$ cat config.mk
export PLATFORM = sky130hd
export DESIGN_NAME = fb_mem_arbiter
export DESIGN_NICKNAME = d
export VERILOG_FILES = /design/src/rtl/fb_pkg.sv /design/src/rtl/fb_mem_arbiter_sat_counter.sv /design/src/rtl/fb_mem_arbiter.sv
export SDC_FILE = /design/constraint.sdc
export NUM_CORES = 1
export LEC_CHECK = 0
export ABC_AREA = 0
export BUFFER_PORTS_ARGS = -buffer_cell sky130_fd_sc_hd__buf_2
export CAP_MARGIN = 20
export CELL_PAD_IN_SITES_DETAIL_PLACEMENT = 0
export CELL_PAD_IN_SITES_GLOBAL_PLACEMENT = 1
export CORE_AREA = 2 2 79 81
export CTS_BUF_LIST = sky130_fd_sc_hd__clkbuf_4
export CTS_CLUSTER_SIZE = 10
export DETAILED_ROUTE_END_ITERATION = 8
export DIE_AREA = 0 0 81 83
export PLACE_DENSITY_LB_ADDON = 0.12
export SKIP_LAST_GASP = 1
export SLEW_MARGIN = 30
export SYNTH_ARGS = -nofsm -noshare
export SYNTH_HDL_FRONTEND = slang
export SYNTH_SLANG_ARGS = --single-unit
$ cat constraint.sdc
create_clock -name CLOCK_50 -period 1.8 [get_ports CLOCK_50]
set_input_delay 0.09 -clock CLOCK_50 [delete_from_list [all_inputs] [get_ports CLOCK_50]]
set_output_delay 0.09 -clock CLOCK_50 [all_outputs]
set_load 0.02 [all_outputs]
$ cat src/rtl/fb_pkg.sv
// Framebuffer package: geometry constants and the arbiter state type
// shared by the framebuffer arbiter and its sub-modules.
package fb_pkg;

  localparam int FB_W      = 320;
  localparam int FB_H      = 240;
  localparam int FB_WORDS  = FB_W * FB_H;
  localparam int FB_ADDR_W = 17;
  localparam int FB_DATA_W = 8;

  typedef enum logic {
    READ_PRI    = 1'b0,
    WRITE_FORCE = 1'b1
  } arb_state_t;

endpackage

$ cat src/rtl/fb_mem_arbiter_sat_counter.sv
// Saturating up-counter with synchronous clear.
// Ports:
//   clk_i, rst_i  clock and asynchronous active-high reset
//   inc_i         count up by one, holding at MAX
//   clr_i         clear to zero (wins over inc_i)
//   cnt_o         current count
module sat_counter #(
  parameter int               WIDTH = 8,
  parameter logic [WIDTH-1:0] MAX   = '1
) (
  input  logic             clk_i,
  input  logic             rst_i,
  input  logic             inc_i,
  input  logic             clr_i,
  output logic [WIDTH-1:0] cnt_o
);

  logic [WIDTH-1:0] cnt_q, cnt_d;

  always_comb begin
    cnt_d = cnt_q;
    if (clr_i) begin
      cnt_d = '0;
    end else if (inc_i && (cnt_q != MAX)) begin
      cnt_d = cnt_q + WIDTH'(1);
    end
  end

  always_ff @(posedge clk_i or posedge rst_i) begin
    if (rst_i) begin
      cnt_q <= '0;
    end else begin
      cnt_q <= cnt_d;
    end
  end

  assign cnt_o = cnt_q;

endmodule

$ cat src/rtl/fb_mem_arbiter.sv
// Framebuffer RAM arbiter: shares one single-port synchronous RAM between
// the VGA scanout reader (priority) and the pixel-drawing writer. After
// STARVE_MAX consecutive denied write cycles one write slot is forced.
//
// state       | meaning
// ------------|-----------------------------------------------------
// READ_PRI    | scanout reads win; writes go only when no read
// WRITE_FORCE | a pending write wins over any read, for one cycle
//
// Ports:
//   CLOCK_50, reset              clock, asynchronous active-high reset
//   rd_req/rd_addr/rd_gnt        scanout request, address, grant (comb)
//   rd_valid/rd_data             read return, one cycle after rd_gnt
//   wr_valid/wr_addr/wr_data     writer request, held until wr_ready
//   wr_ready                     write accepted this cycle (comb)
//   mem_en/mem_we/mem_addr/
//   mem_wdata/mem_rdata          RAM port
//   rd_deferred                  saturating count of denied read cycles
module fb_mem_arbiter
  import fb_pkg::*;
#(
  parameter int ADDR_W     = FB_ADDR_W,
  parameter int DATA_W     = FB_DATA_W,
  parameter int STARVE_MAX = 8,
  parameter int CNT_W      = 16
) (
  input  logic              CLOCK_50,
  input  logic              reset,
  input  logic              rd_req,
  input  logic [ADDR_W-1:0] rd_addr,
  output logic              rd_gnt,
  output logic              rd_valid,
  output logic [DATA_W-1:0] rd_data,
  input  logic              wr_valid,
  input  logic [ADDR_W-1:0] wr_addr,
  input  logic [DATA_W-1:0] wr_data,
  output logic              wr_ready,
  output logic              mem_en,
  output logic              mem_we,
  output logic [ADDR_W-1:0] mem_addr,
  output logic [DATA_W-1:0] mem_wdata,
  input  logic [DATA_W-1:0] mem_rdata,
  output logic [CNT_W-1:0]  rd_deferred
);

  localparam int STARVE_W = $clog2(STARVE_MAX + 1);

  arb_state_t          state_q, state_d;
  logic                rd_valid_q;
  logic [STARVE_W-1:0] starve_cnt;
  logic                force_wr;
  logic                starve_inc;
  logic                starve_clr;
  logic                starve_hit;
  logic                defer_inc;

  // Grants are gated by reset so the RAM sees no access while held in reset.
  always_comb begin
    force_wr  = (state_q == WRITE_FORCE) && wr_valid;
    rd_gnt    = !reset && rd_req && !force_wr;
    wr_ready  = !reset && wr_valid && (!rd_req || force_wr);
    mem_en    = rd_gnt || wr_ready;
    mem_we    = wr_ready;
    mem_addr  = wr_ready ? wr_addr : rd_addr;
    mem_wdata = wr_data;
  end

  // The counter is cleared whenever it does not increment, so its next
  // value reaches STARVE_MAX exactly when it increments from STARVE_MAX-1
  // or holds at STARVE_MAX.
  always_comb begin
    starve_inc = wr_valid && !wr_ready;
    starve_clr = !starve_inc;
    starve_hit = starve_inc && ((32'(starve_cnt) + 32'd1) >= 32'(STARVE_MAX));
    defer_inc  = rd_req && !rd_gnt;
    state_d    = (state_q == READ_PRI && starve_hit) ? WRITE_FORCE : READ_PRI;
  end

  always_ff @(posedge CLOCK_50 or posedge reset) begin
    if (reset) begin
      state_q    <= READ_PRI;
      rd_valid_q <= 1'b0;
    end else begin
      state_q    <= state_d;
      rd_valid_q <= rd_gnt;
    end
  end

  sat_counter #(
    .WIDTH (STARVE_W),
    .MAX   (STARVE_W'(STARVE_MAX))
  ) u_starve_cnt (
    .clk_i (CLOCK_50),
    .rst_i (reset),
    .inc_i (starve_inc),
    .clr_i (starve_clr),
    .cnt_o (starve_cnt)
  );

  sat_counter #(
    .WIDTH (CNT_W),
    .MAX   ({CNT_W{1'b1}})
  ) u_defer_cnt (
    .clk_i (CLOCK_50),
    .rst_i (reset),
    .inc_i (defer_inc),
    .clr_i (1'b0),
    .cnt_o (rd_deferred)
  );

  assign rd_valid = rd_valid_q;
  assign rd_data  = mem_rdata;

endmodule

### Word level (Yosys, flattened, before mapping)

Cells that the tools add are included.

* output and inout port bits: 54
* register bits: 22
* word-level logic and storage cells: 34

* bitwise operators: 1
* add/sub/neg operators: 3
* equal/unequal tests: 3
* muxes and demuxes: 4
* reduce and logical (&&, ||, !) cells: 18
* order comparisons: 1

Operators by type and width (count)
* $mux W17: 1
* $add A16 B1 Y16 const B: 1
* $ne A16 B16 Y1 const B: 1
* $logic_and A1 B1 Y1: 11
* $mux W4: 2
* $add A4 B1 Y5 const B: 1
* $ge A5 B4 Y1 const B: 1
* $logic_not A1 Y1: 5
* $add A4 B1 Y4 const B: 1
* $ne A4 B4 Y1 const B: 1
* $logic_or A1 B1 Y1: 2
* $ne A2 B2 Y1 const B: 1
* $mux W1: 1
* $not A1 Y1: 1

### Longest topological paths before layout

Gate-level depths: netlist (run 1).

* word-level depth: 8
* mapped depth: 6

### Modules after synthesis

Synthesis (run 1) repeated with hierarchy kept, for this count alone.

* cells, all modules: 177
* area total of the unflattened synthesis: 1685.4 sq um

Modules (own cells, without submodules)
* sat_counter at u_defer_cnt: cells an instance 101, area an instance 932.1 sq um, seq. area each 400.4 sq um, times used 1
* fb_mem_arbiter: cells an instance 52, area an instance 520.5 sq um, seq. area each 50.0 sq um, times used 1
* sat_counter at u_starve_cnt: cells an instance 24, area an instance 232.7 sq um, seq. area each 100.1 sq um, times used 1

### Worst setup path before layout (run 1)

No wires, ideal clock.

* kind: register to register
* start: reg u_defer_cnt.cnt_q[0], in the netlist u_defer_cnt.cnt_o[0]
* end: reg u_defer_cnt.cnt_q[12], in the netlist u_defer_cnt.cnt_o[12]
* path slack: -0.096 ns
* cell stages (with the launch flop): 6
* data arrival time: 1.771 ns
* data required time: 1.675 ns
* clock period less this slack: 1.896 ns
* path through: dfrtp_1 -> ha_1 -> nand2_1 -> nor4b_2 -> nor2b_1 -> mux2_2

* cells in the longest elaborated chain, start to end: 2
* elaborated cells between the ends (all ways): 3
* classes of those cells: add/sub (1); eq/ne (1); reduce/logical (1)

RTL lines
* start, declared: RTL line fb_mem_arbiter_sat_counter.sv:18 `logic [WIDTH-1:0] cnt_q, cnt_d;`
* start signal, assigned: RTL line fb_mem_arbiter_sat_counter.sv:33 `cnt_q <= cnt_d;`
* branches (longest 2 deep; another with $add A16 B1 Y16)

Several ways; the timed one is not identified.
A chain may end at the register's enable or synchronous reset.

### Worst setup path after layout (run 1)

* start: reg state_q
* end: out mem_addr[15]

* cells in the longest elaborated chain, start to end: 4

RTL lines
* start, declared: RTL line fb_mem_arbiter.sv:48 `arb_state_t state_q, state_d;`
* start signal, assigned: RTL line fb_mem_arbiter.sv:84 `state_q <= state_d;`
* $logic_and A1 B1 Y1: RTL line fb_mem_arbiter.sv:59 `force_wr = (state_q == WRITE_FORCE) && wr_valid;`
* $logic_or A1 B1 Y1: RTL line fb_mem_arbiter.sv:61 `wr_ready = !reset && wr_valid && (!rd_req || force_wr);`
* $logic_and A1 B1 Y1: RTL line fb_mem_arbiter.sv:61
* $mux W17: RTL line fb_mem_arbiter.sv:64 `mem_addr = wr_ready ? wr_addr : rd_addr;`
* end, declared: RTL line fb_mem_arbiter.sv:40 `output logic [ADDR_W-1:0] mem_addr,`

No other way between the ends.

==> results of run 1 <==
-- routing by layer --
layer  track usage [%]  wire, µm  up-vias
met2              22.8      2230       90
met5                 0         0        -
met1              13.4      1530      639
met4              5.08        63        0
met3              3.04       400        6
li1                  -         -      638
-- cell families after synthesis --
| group | after synthesis | synth area share [%] |
|---|---|---|
| buf+inv | 23 | 10.2 |
| simple gates | 51 | 21.1 |
| compound gates | 13 | 5.03 |
| mux | 22 | 16.5 |
| fa+ha+maj | 3 | 2.52 |
| flops | 22 | 36.9 |
| xor+xnor | 13 | 7.63 |
-- repair_timing --
action	CTS	global route
gates cloned	0	0
gates resized for setup	1	1
setup endpoints to repair	17	18
endpoints found under the hold margin	11	0
hold buffers	1	0
-- cell type report --
class,count,share of cell area [%]
Tap cell,75,4.79
Clock buffer,3,1.15
Multi-Input combinational cell,102,41.6
Sequential cell,22,28.4
Inverter,3,0.575
Clock inverter,1,0.192
Timing Repair Buffer,85,23.3
-- how the worst max path moves through the flow --
stage | from | end | depth (start not counted)
floorplan | u_defer_cnt.cnt_o[1] | u_defer_cnt.cnt_o[12] | 5
global placement | u_defer_cnt.cnt_o[3] | u_defer_cnt.cnt_o[9] | 4
detailed placement | u_defer_cnt.cnt_o[1] | u_defer_cnt.cnt_o[12] | 5
CTS | state_q | mem_addr[15] | 5
global route | state_q | mem_addr[13] | 5
finish | state_q | mem_addr[15] | 5
-- placed cells by master (no fill, tap or decap), types with 4 or more instances in the layout --
cell type,instances
sky130_fd_sc_hd__buf_4,8
sky130_fd_sc_hd__dfrtp_1,17
sky130_fd_sc_hd__nor2_1,9
sky130_fd_sc_hd__nor3_1,4
sky130_fd_sc_hd__a21oi_1,7
sky130_fd_sc_hd__buf_2,75
sky130_fd_sc_hd__xor2_1,11
sky130_fd_sc_hd__nand3_1,8
sky130_fd_sc_hd__mux2_2,21
sky130_fd_sc_hd__dfrtp_2,5
sky130_fd_sc_hd__nand2_1,11
-- power by group --
part           total (mW)  switching [mW]  internal, mW
clock               0.238           0.157        0.0809
combinational       0.552           0.312         0.240
sequential          0.711           0.126         0.584
-- registers in the layout, indices dropped and copies added, names as in the netlist --
name                count
u_starve_cnt.cnt_o      4
state_q                 1
rd_valid                1
u_defer_cnt.cnt_o      16
-- stage by stage --
stage          hold slack, ps  setup slack [ps]
5_1_grt                  93.4             -98.8
4_1_cts                   107             -16.5
3_5_place_dp              180              84.2
2_1_floorplan            78.9             -11.4
6_report                  114              12.1
3_3_place_gp              180               141
==> flow_results.org, run 1 <==
** Hold path
- Hold crit path type :: primary input to flip-flop
- Cell count of the worst hold path :: 2
- For hold timing, the worst endpoint is rd_valid.
- Startpoint of the tightest hold check path :: rd_req

** Floorplanning
- # rows :: 28
- Number of top-level pins :: 108
- For this configuration, the core starts out at a cell density of 25.6%.
- Full die area :: 6720 µm²
- From bottom edge to top edge, the die measures 83 µm.
- In this run the standard cell core region covers 5820 µm².
- Die X-Extent :: 81 µm

** Timing
- Share of the clock period used by the worst path :: 99.3%
- Subtracting the final worst setup slack from the clock period gives 1790 ps.
- # setup viols final :: 0
- Setup repair after global routing could not meet its margin everywhere.
- Final Slew Violations :: 0
- Slew @ Worst Pin :: 574 ps
- The number of hold violations in the final report was 0.
- Maximum achievable frequency :: 0.559 GHz
- Clock skew :: 2.65 ps
- Final total negative setup slack :: 0 ps
- In this run the tightest slew margin relative to its limit is 61.3%.

** Synth
- Top post-synthesis cells by area :: sky130_fd_sc_hd__dfrtp_1 37%, sky130_fd_sc_hd__mux2_2 16%, sky130_fd_sc_hd__buf_4 8.6%
- For this run, asynchronously set or reset flops after synthesis account for 100%.
- Cell with the most instances after synthesis :: sky130_fd_sc_hd__dfrtp_1
- Counting flops with a built-in enable in the synthesized netlist gives 0.
- For this run, the leading register cell type out of synthesis is sky130_fd_sc_hd__dfrtp_1.
- Post-synthesis sequential element count :: 22
- Ranked by instance count, the synthesized netlist is headed by 22 x sky130_fd_sc_hd__dfrtp_1, 21 x sky130_fd_sc_hd__mux2_2, 17 x sky130_fd_sc_hd__buf_4.
- Part of the Yosys area used for sequential elements :: 36.9%
- Post-Synthesis Mean Instance Area :: 10.1 µm²
- After synthesis, the largest area contributor takes up 36.9% of total cell area.
- Post-synthesis net count :: 204
- Instance count of the mapped netlist :: 147
- The synthesized netlist occupies a cell area of 1490 µm².
- Yosys warning total :: 0
- The netlist uses 31 different library cells.
- Cell type contributing the most total cell area after synthesis :: sky130_fd_sc_hd__dfrtp_1

** Power and ir drop
- The analysis attributes to cell leakage a power of 0.966 nW.
- Total chip power :: 1.50 mW
- In this run the power density over the cells is 766 nW/µm².
- Across the VDD grid, the largest voltage drop is 0.242 mV.

** Detailed routing
- For this block, the initial DRC count from the detailed router was 41.
- Post-DR vias/cell :: 4.72
- Per-cell routed wire length :: 14.5 µm
- For this block, the routed nets add up to 4220 µm of wire.
- Count of unresolved DRC violations after routing :: 0
- Detailed-routing iteration count for the pre-antenna-repair pass :: 4
- Final ANT Viol Nets :: 0
- Via count :: 1373

** Placement
- Routability-driven placement finished with a final weighted congestion of 0.813.
- Including well taps, the total number of placed cells is 286.
- Post-DP HPWL :: 3430 µm
- Once placement finished, the instance area stood at 1910 µm².
- Port Buffers :: 75

** Worst setup path
- In this run the worst path has a maximum fanout of 19.
- Critical Path Start Type :: flip-flop
- Together, buffers and inverters on the worst path number 2.
- Master of the slowest instance on the critical path :: sky130_fd_sc_hd__dfrtp_1
- For this run, the slowest stage of the critical path takes 390 ps.
- Critical path, cell by cell :: nor2b_1 -> nor3b_2 -> buf_6 -> mux2_2 -> buf_2
- The worst setup path is captured at an output port.
- The worst register-to-register path has a setup slack of 110 ps.
- Worst Path Class, Setup :: flip-flop to output port
- R2r worst-path depth :: 4
- Worst reg2reg endpoint :: u_defer_cnt.cnt_o[9]
- Launch instance of the worst register-to-register path :: u_defer_cnt.cnt_o[3]
- STA puts the critical path data arrival time at 1700 ps.
- Critical path's top delay family :: flip-flops
- Data required time of the critical path :: 1710 ps

** Global route
- After global routing the overflow that remains totals 0.
- The first global-routing pass estimated 6650 µm of wire.
- Across every metal layer, demand over resource in global routing totals 12.5%.
- Largest net degree at the start of global routing :: 20
- Vias in the first global route :: 1441
- Number of antenna violations at the first check in global routing :: 0

** CTS
- Source-to-sink clock delay at the later pin of the worst-skew pair :: 310 ps
- Number of buffers added by the clock tree synthesis step :: 3
- Sink Count :: 22
- In this run the number of H-tree levels came out at 1.
- Clock slew seen by the registers of the worst setup and hold paths :: 130 ps
- TritonCTS clock tree :: built
- The cell sitting at the root of the clock tree is a sky130_fd_sc_hd__clkbuf_4.
- In this run the deepest clock path goes through 2 buffers.
- After clock tree synthesis, the setup repair step added 0 buffers.

** Cells and area
- Summing all multi-input logic gate instances after layout gives 815 µm².
- In the final layout, the share of cells above drive strength 1 is 55.6%.
- Layout filler cell count :: 628
- Fin util :: 33.7%
- The area growth from synthesis to layout is 31.4%.
- Non-filler instance count after layout :: 291
- 0 antenna diodes ended up in the layout.
- Storage element area :: 557 µm²
- Number of nets in the finished design :: 274
- The finished cells cover 1960 µm².

** Status
- Run status :: finished clean

** Run
- Max-cap violations in this run came to 0.
(Power assumes the default switching activity.)
==> inputs of run 2 (changes only) <==
Settings changed: ABC_AREA 0 to 1, CORE_AREA 2 2 79 81 to 2 2 77 97, DIE_AREA 0 0 81 83 to 0 0 79 99.
==> run 2 against run 1 <==
  * Non-clock buffer count is 1 lower
  * Global-route usage is 0.096 points lower
  * Sequential cell count stayed put
  * Total power is 23% higher
  * First-iteration DRC count is 54% higher
  * Cell count is 41% higher
  * Setup slack better by 170 ps
  * Clock power is 68% higher
  * Core utilization is 2.7 points lower
  * Count of clock-buffer cells in the layout stayed put
  * Sequential share of layout area is 2.7 points lower
  * Critical path type is now primary input to output port
==> flow_results.org, run 2 <==
** Global route
- Largest net degree at the start of global routing :: 17 (-15%)
- Vias in the first global route :: 1690 (+17%)
- The total congestion overflow came to 0 (unchanged).
- The wire length of the first global-routing pass is 7780 µm (+17%).
- Number of antenna violations at the first check in global routing :: 0 (unchanged)
- Total Routing Usage GR :: 12.4% (-0.096 points)

** Worst setup path
- Highest cell delay on the worst timing path :: 530 ps (+140 ps)
- Data arrival time of the critical path :: 1530 ps (-170 ps)
- The data required time of the critical path is 1710 ps (about the same).
- Master of the slowest instance on the critical path :: sky130_fd_sc_hd__dlygate4sd3_1
- The worst setup path is captured at an output port.
- Critical Path Start Type :: primary input
- The critical path is of the primary input to output port type.
- Max FO, Critical Path :: 10 (-9)
- The critical path goes through dlygate4sd3_1 -> buf_2 -> inv_1 -> nand3_4 -> clkinv_1 -> buf_4 -> nand2_1 -> nand2_1 -> buf_2.

** Timing
- The transition time at the pin with the least slew margin was 421 ps (-153 ps).
- Setup repair after global routing left no endpoint under its margin.
- Shortest period the worst path allows :: 1620 ps (-166 ps)
- Final total negative setup slack :: 0 ps (unchanged)
- The clock tree skew after final layout was 16.8 ps (+14.2 ps).
- The number of hold violations in the final report is 0 (unchanged).
- The number of max-slew violations in the final report was 0 (unchanged).
- Post-Route Hold Slack :: 46.8 ps (-66.9 ps)
- Relative slew margins :: 71.8% (+11 points)
- Maximum achievable frequency :: 0.617 GHz (+10%)
- Share of the clock period used by the worst path :: 90.1% (-9.2 points)
- Final setup slack of the worst path :: 178 ps (+166 ps)
- The final setup violation count came to 0 (unchanged).

** Synth
- Cell type contributing the most total cell area after synthesis :: sky130_fd_sc_hd__dfrtp_1
- Post-synth ARST share :: 100% (unchanged)
- Part of the Yosys area used for sequential elements :: 33.1% (-3.9 points)
- Instance count of the mapped netlist :: 254 (+73%)
- Post-synthesis net count :: 311 (+52%)
- The number of enable-type register cells in the synthesized netlist came to 0 (unchanged).
- Cell with the most instances after synthesis :: sky130_fd_sc_hd__nand2_1
- Most instantiated flip-flop cell in the synthesis netlist :: sky130_fd_sc_hd__dfrtp_1
- Ranked by total cell area, the synthesized netlist is headed by sky130_fd_sc_hd__dfrtp_1 33%, sky130_fd_sc_hd__nand2_1 30%, sky130_fd_sc_hd__buf_4 7.7%.
- The netlist area before placement is 1670 µm² (+12%).
- Post-Synthesis Mean Instance Area :: 6.56 µm² (-35%)
- The number of different library cells in the post-synthesis netlist is 23 (-26%).
- The area share of the largest cell type after synthesis is 33.1% (-3.9 points).
- After synthesis, the most frequently instantiated cells are 135 x sky130_fd_sc_hd__nand2_1, 22 x sky130_fd_sc_hd__dfrtp_1, 17 x sky130_fd_sc_hd__buf_4.
- The warning count from the yosys run was 0 (unchanged).
- The synthesized flop and latch total is 22 (unchanged).

** Floorplanning
- The die span in x is 79 µm (-2.5%).
- # rows :: 34 (+21%)
- The die area came to 7820 µm² (+16%).
- Effective utilization at floorplan :: 24.2% (-1.5 points)
- Number of top-level pins :: 108 (unchanged)
- Height of the die :: 99 µm (+19%)
- The core area was 6890 µm² (+19%).

** Run
- The max-cap check violation count came to 0 (unchanged).

** Status
- The run finished with clean final reports.

** Cells and area
- Share of cells above drive strength 1 :: 30.6% (-25 points)
- The library cell used most frequently in the layout, excluding fill and tap cells, is sky130_fd_sc_hd__nand2_1.
- The top cell types in the final layout, fill and taps aside, are 133 x sky130_fd_sc_hd__nand2_1, 75 x sky130_fd_sc_hd__buf_2, 22 x sky130_fd_sc_hd__dfrtp_1, 16 x sky130_fd_sc_hd__nor2_1, 14 x sky130_fd_sc_hd__inv_1.
- Final antenna diode count :: 0 (unchanged)
- Flip-flop count of the largest register after layout :: 16 (unchanged)
- Area overhead of the layout relative to synthesis :: 28.4%
- Number of nets in the finished design :: 378 (+38%)

** Placement
- Post-DP HPWL :: 3640 µm (+6.1%)
- The last weighted congestion value of the routability-driven placer is 0.794 (-2.3%).
- The number of buffers inserted by port buffering came to 75 (unchanged).
- Post-Place Worst Slack :: 102 ps (+17.7 ps)

** Power and ir drop
- The leakage power is 1.20 nW (+25%).
- The power density normalized to cell area is 863 nW/µm² (+13%).
- The maximum vdd ir drop came to 0.305 mV (+26%).
- The total power of the final layout was 1.84 mW (+23%).

** CTS
- H-tree level count :: 1 (unchanged)
- The post-CTS clock slew at the launch and capture registers of the worst setup and hold paths came to 150 ps (+20 ps).
- Source-to-sink clock delay at the later pin of the worst-skew pair :: 320 ps (about the same)
- CTS placed an instance of sky130_fd_sc_hd__clkbuf_4 at the clock tree root.
- Buffers from clock root to sink, at most :: 2 (unchanged)
- Number of buffers added by the clock tree synthesis step :: 3 (unchanged)
- TritonCTS built the clock tree.
- The clock sink count was 22 (unchanged).

** Detailed routing
- Post-DR vias/cell :: 4.17 (-12%)
- Final ANT Viol Nets :: 0 (unchanged)
- Count of unresolved DRC violations after routing :: 0 (unchanged)
- The detailed router's first-iteration violation count is 63 (+54%).
- Via count :: 1710 (+25%)
- The total wire length after detailed routing is 4720 µm (+12%).
- The count of TritonRoute iterations in the first routing pass came to 4 (unchanged).
- Per-cell routed wire length :: 11.5 µm (-21%)

** Hold path
- Hold crit path type :: primary input to flip-flop
## run 2: cell types whose count changed in the layout (fill, tap and decap cells not counted), sizes merged, moves of 4 or more
cell,previous run,this run
a21oi,7,2
inv,3,14
mux2,21,0
nand2,11,137
nand4,3,7
nor2,9,18
nor3,4,0
nor4b,4,0
xor2,11,5
## run 2: cell type report
cell class / count / area, µm²
Multi-Input combinational cell: 195 / 921
Inverter: 15 / 56.3
Clock buffer: 3 / 22.5
Clock inverter: 1 / 30.0
Fill cell: 801 / 4750
Tap cell: 90 / 113
Sequential cell: 22 / 551
Timing Repair Buffer: 84 / 445
## run 2: what timing repair did
action,4_1_cts,5_1_grt
cloned,0,0
resized for setup,1,6
hold endpoints to repair,23,0
setup buffers,0,2
pin swaps,0,0
setup endpoints to repair,20,35
hold buffers,1,0
## run 2: worst paths after layout
check                                     start                     to  slack (ps)  cells after the start
min in group asynchronous                 reset  u_defer_cnt.cnt_o[14]         450                      4
max                                       reset           mem_addr[14]         180                      9
min reg2reg                             state_q                state_q         550                      3
max reg2reg                u_defer_cnt.cnt_o[0]  u_defer_cnt.cnt_o[10]         180                      8
min                                    wr_valid  u_starve_cnt.cnt_o[1]          50                      3
max in group asynchronous                 reset   u_defer_cnt.cnt_o[6]        1100                      4
## run 2: power by group
group,internal [mW],switching (mW),total [mW]
logic,0.274,0.436,0.710
clock network,0.225,0.175,0.400
registers,0.583,0.151,0.734
## run 2: through the flow
stage | std cells | instance area, µm² | util (%)
detailed placement | 403 | 2030 | 29.5
global route | 410 | 2140 | 31.0
global placement | 403 | 2030 | 29.5
floorplan | 254 | 1670 | -
CTS | 408 | 2100 | 30.4
finish | 410 | 2140 | 31.0
## run 2: worst max-delay path, delay by kind of cell
kind | cells | cell delay, ps
buffers and inverters | 6 | 1200
and+or+nand+nor | 3 | 220
## run 2: cells by family after synthesis
| logic type | share of synthesized area, % |
|---|---|
| flip-flops | 33.1 |
| AO/OA/AOI/OAI | 2.48 |
| adder cells (fa/ha/maj) | 2.25 |
| XOR/XNOR | 4.73 |
| buffers and inverters | 13.4 |
| AND/OR/NAND/NOR | 44.0 |
## run 2: metal layers
layer  track usage (%)  wire (µm)  up-vias
li1                  -          -      899
met1              13.0       1930      754
met2              23.7       2450       51
met3              2.84        267        6
met4              4.38         76        0
met5                 0          0        -
==> inputs of run 3 (changes only) <==
Settings changed: REMOVE_ABC_BUFFERS set to 1.
==> run 3 against run 2 <==
  * Critical endpoint is now u_defer_cnt.cnt_o[6]
  * Via count grew 1.1%
  * Global-route usage increased by 0.40 points
  * Combinational power increased by 3%
  * Core utilization is 0.31 points lower
  * Critical path depth is 1 lower
  * Routed wire length rose by 3.3%
  * First-iteration DRC count decreased by 16%
  * Sequential cell count did not move
  * Maximum frequency increased by 1.0%
  * Die area is the same
  * Register-to-register slack improved by 20 ps
  * Sequential share of layout area increased by 0.26 points
==> flow_results.org, run 3 (synthesis gave the netlist of run 2 again) <==
** Status
- Run status :: finished clean

** Power and ir drop
- IR drop worst, VDD :: 0.277 mV (-9.0%)
- Power density relative to cell area :: 880 nW/µm² (+2.0%)
- Leakage Power :: 1.19 nW (-0.80%)
- The total power of the final layout came to 1.86 mW (+1.0%).

** Cells and area
- The fraction of final layout cells sized beyond drive strength 1 came to 29.2% (-1.4 points).
- Final antenna diode count :: 0 (unchanged)
- Final Cell Area :: 2120 µm² (-0.99%)
- The area of the multi-input gates came to 908 µm² (-1.4%).
- The filler cell count was 815 (+1.7%).
- The number of nets in the finished design came to 376 (-0.53%).
- The flip-flop count of the largest register after layout came to 16 (unchanged).
- Commonest non-fill, non-tap cell in the layout :: sky130_fd_sc_hd__nand2_1
- Storage element area :: 551 µm² (unchanged)
- Top library cells by usage in the layout, fill and taps aside :: 135 x sky130_fd_sc_hd__nand2_1, 75 x sky130_fd_sc_hd__buf_2, 22 x sky130_fd_sc_hd__dfrtp_1, 16 x sky130_fd_sc_hd__nor2_1, 14 x sky130_fd_sc_hd__inv_1
- The area growth from synthesis to layout is 27.1%.

** Global route
- Vias in the first global route :: 1713 (+1.4%)
- The wire length of the first global-routing pass is 8010 µm (+3.0%).
- The total global-route track usage is 12.8% (+0.40 points).
- Largest net degree at the start of global routing :: 20 (+3)
- The initial antenna violation count was 0 (unchanged).
- The total congestion overflow is 0 (unchanged).

** Placement
- The placed standard-cell area is 2020 µm² (-0.37%).
- Post-DP HPWL :: 3840 µm (+5.6%)
- Port Buffers :: 75 (unchanged)
- The last weighted congestion value of the routability-driven placer is 0.763 (-3.9%).

** Timing
- # setup viols final :: 0 (unchanged)
- Unrepaired setup endpoints after global routing :: no
- Hold violation count in the final report :: 0 (unchanged)
- The transition time at the pin with the least slew margin is 387 ps (-33.5 ps).
- The maximum frequency from static timing analysis came to 0.623 GHz (+1.0%).
- Share of the clock period used by the worst path :: 89.2% (-0.92 points)
- The clock tree skew after final layout is 11.3 ps (-5.52 ps).
- The clock period minus final worst setup slack is 1610 ps (-16.6 ps).
- Final Slew Violations :: 0 (unchanged)
- The tightest slew margin relative to the limit came to 74.1% (+2.2 points).

** Detailed routing
- The total vias in the final route is 1728 (+1.1%).
- The post-detailed-route via-to-cell ratio was 4.24 (+1.5%).
- The detail-routed net length per standard cell was 11.9 µm (+3.8%).
- Count of unresolved DRC violations after routing :: 0 (unchanged)
- The count of antenna-violating nets left after detailed routing came to 0 (unchanged).
- The total wire length after detailed routing is 4870 µm (+3.3%).
- The count of TritonRoute iterations in the first routing pass was 4 (unchanged).
- Iteration-0 DRC count of the detailed router :: 53 (-16%)

** CTS
- H-tree level count :: 1 (unchanged)
- The clock insertion delay at the later pin of the skew report came to 320 ps (about the same).
- The post-CTS setup buffer count was 0 (unchanged).
- TritonCTS clock tree :: built
- Clk root buf :: sky130_fd_sc_hd__clkbuf_4
- Clock slew seen by the registers of the worst setup and hold paths :: 150 ps (about the same)
- Buffers from clock root to sink, at most :: 2 (unchanged)
- The clock sink count came to 22 (unchanged).
- The CTS buffer count was 3 (unchanged).

** Worst setup path
- Data required time of the critical path :: 2020 ps (+310 ps)
- Launch instance of the worst register-to-register path :: u_defer_cnt.cnt_o[0]
- The slowest stage of the critical path is the sky130_fd_sc_hd__dfrtp_1 cell.
- Worst setup EP type :: flip-flop
- The most numerous cell type found on the critical path is sky130_fd_sc_hd__nand2_1.
- The setup path with the least slack is of type flip-flop to flip-flop.
- Origin of the worst setup path :: u_defer_cnt.cnt_o[0]
- Max FO, Critical Path :: 15 (+5)
- R2R Setup Slk :: 190 ps (+20 ps)
- Traced cell by cell, the critical path runs through ha_2 -> nand3_2 -> nor2_4 -> nand3_2 -> nand2_1 -> nand2_4 -> nand2_1 -> nand2_1.
- Highest cell delay on the worst timing path :: 440 ps (-90 ps)
- R2r worst-path depth :: 8 (unchanged)
- Critical Path Start Type :: flip-flop
- Data arrival time of the critical path :: 1830 ps (+300 ps)

** Floorplanning
- Die X-Extent :: 79 µm (unchanged)
- The die area was 7820 µm² (unchanged).
- Number of top-level pins :: 108 (unchanged)
- Height of the die :: 99 µm (unchanged)
- The core area came to 6890 µm² (unchanged).
- # rows :: 34 (unchanged)
- Effective utilization at floorplan :: 24.2% (unchanged)

** Hold path
- Hold crit path type :: primary input to flip-flop
- The number of cells traversed by the worst hold path came to 3 (unchanged).
- The startpoint identified for the worst hold timing path is wr_valid.

** Run
- Max capacitance violation total :: 0 (unchanged)
run 3: cell types whose count changed in the layout (fill, tap and decap cells not counted), sizes merged:
cell	delta
buf	-3
dlygate4sd3	+1
run 3: layer usage:
layer / vias to the layer above / GRT usage (%) / share of wire [%]
met5: - / 0 / 0
met4: 0 / 3.98 / 0.84
li1: 895 / - / -
met2: 63 / 22.4 / 51
met3: 2 / 3.39 / 6.4
met1: 768 / 15.2 / 41
run 3: where the power goes:
group	switching, mW	internal [mW]
clock network	0.175	0.225
logic	0.451	0.279
registers	0.151	0.583
run 3: final timing paths:
check / to
max: u_defer_cnt.cnt_o[6]
min: u_starve_cnt.cnt_o[1]
max reg2reg: u_defer_cnt.cnt_o[6]
min reg2reg: state_q
max in group asynchronous: u_defer_cnt.cnt_o[11]
min in group asynchronous: u_starve_cnt.cnt_o[3]
run 3: worst max-delay path, delay by kind of cell, from the launching register on:
family                   cells  cell delay, ps
AND/OR/NAND/NOR              7             810
flip-flops                   1             440
adder cells (fa/ha/maj)      1             250
run 3: area by class of cell:
| class | instances | share of cell area, % |
|---|---|---|
| multi-input cells | 195 | 42.9 |
| inverters | 15 | 2.66 |
| repair buffers | 82 | 20.6 |
| clock buffers | 3 | 1.06 |
| clock inverters | 1 | 1.42 |
| flip-flops and latches | 22 | 26.0 |
| well taps | 90 | 5.32 |
run 3: through the flow:
stage	hold WS, ps	utilization, %	cells	setup TNS, ps	worst slack [ps]
2_1_floorplan	105	-	232	-4400	-259
3_3_place_gp	84.7	29.4	402	0	150
3_5_place_dp	92.1	29.4	402	0	95.8
4_1_cts	11.4	30.4	408	0	57.8
5_1_grt	36.6	30.7	408	0	4.72
6_report	25.1	30.7	408	0	195
run 3: what timing repair did:
item / 4_1_cts / 5_1_grt
hold endpoints to repair: 7 / 0
setup endpoints to repair: 0 / 32
gates resized for setup: 0 / 5
hold buffers: 2 / 0
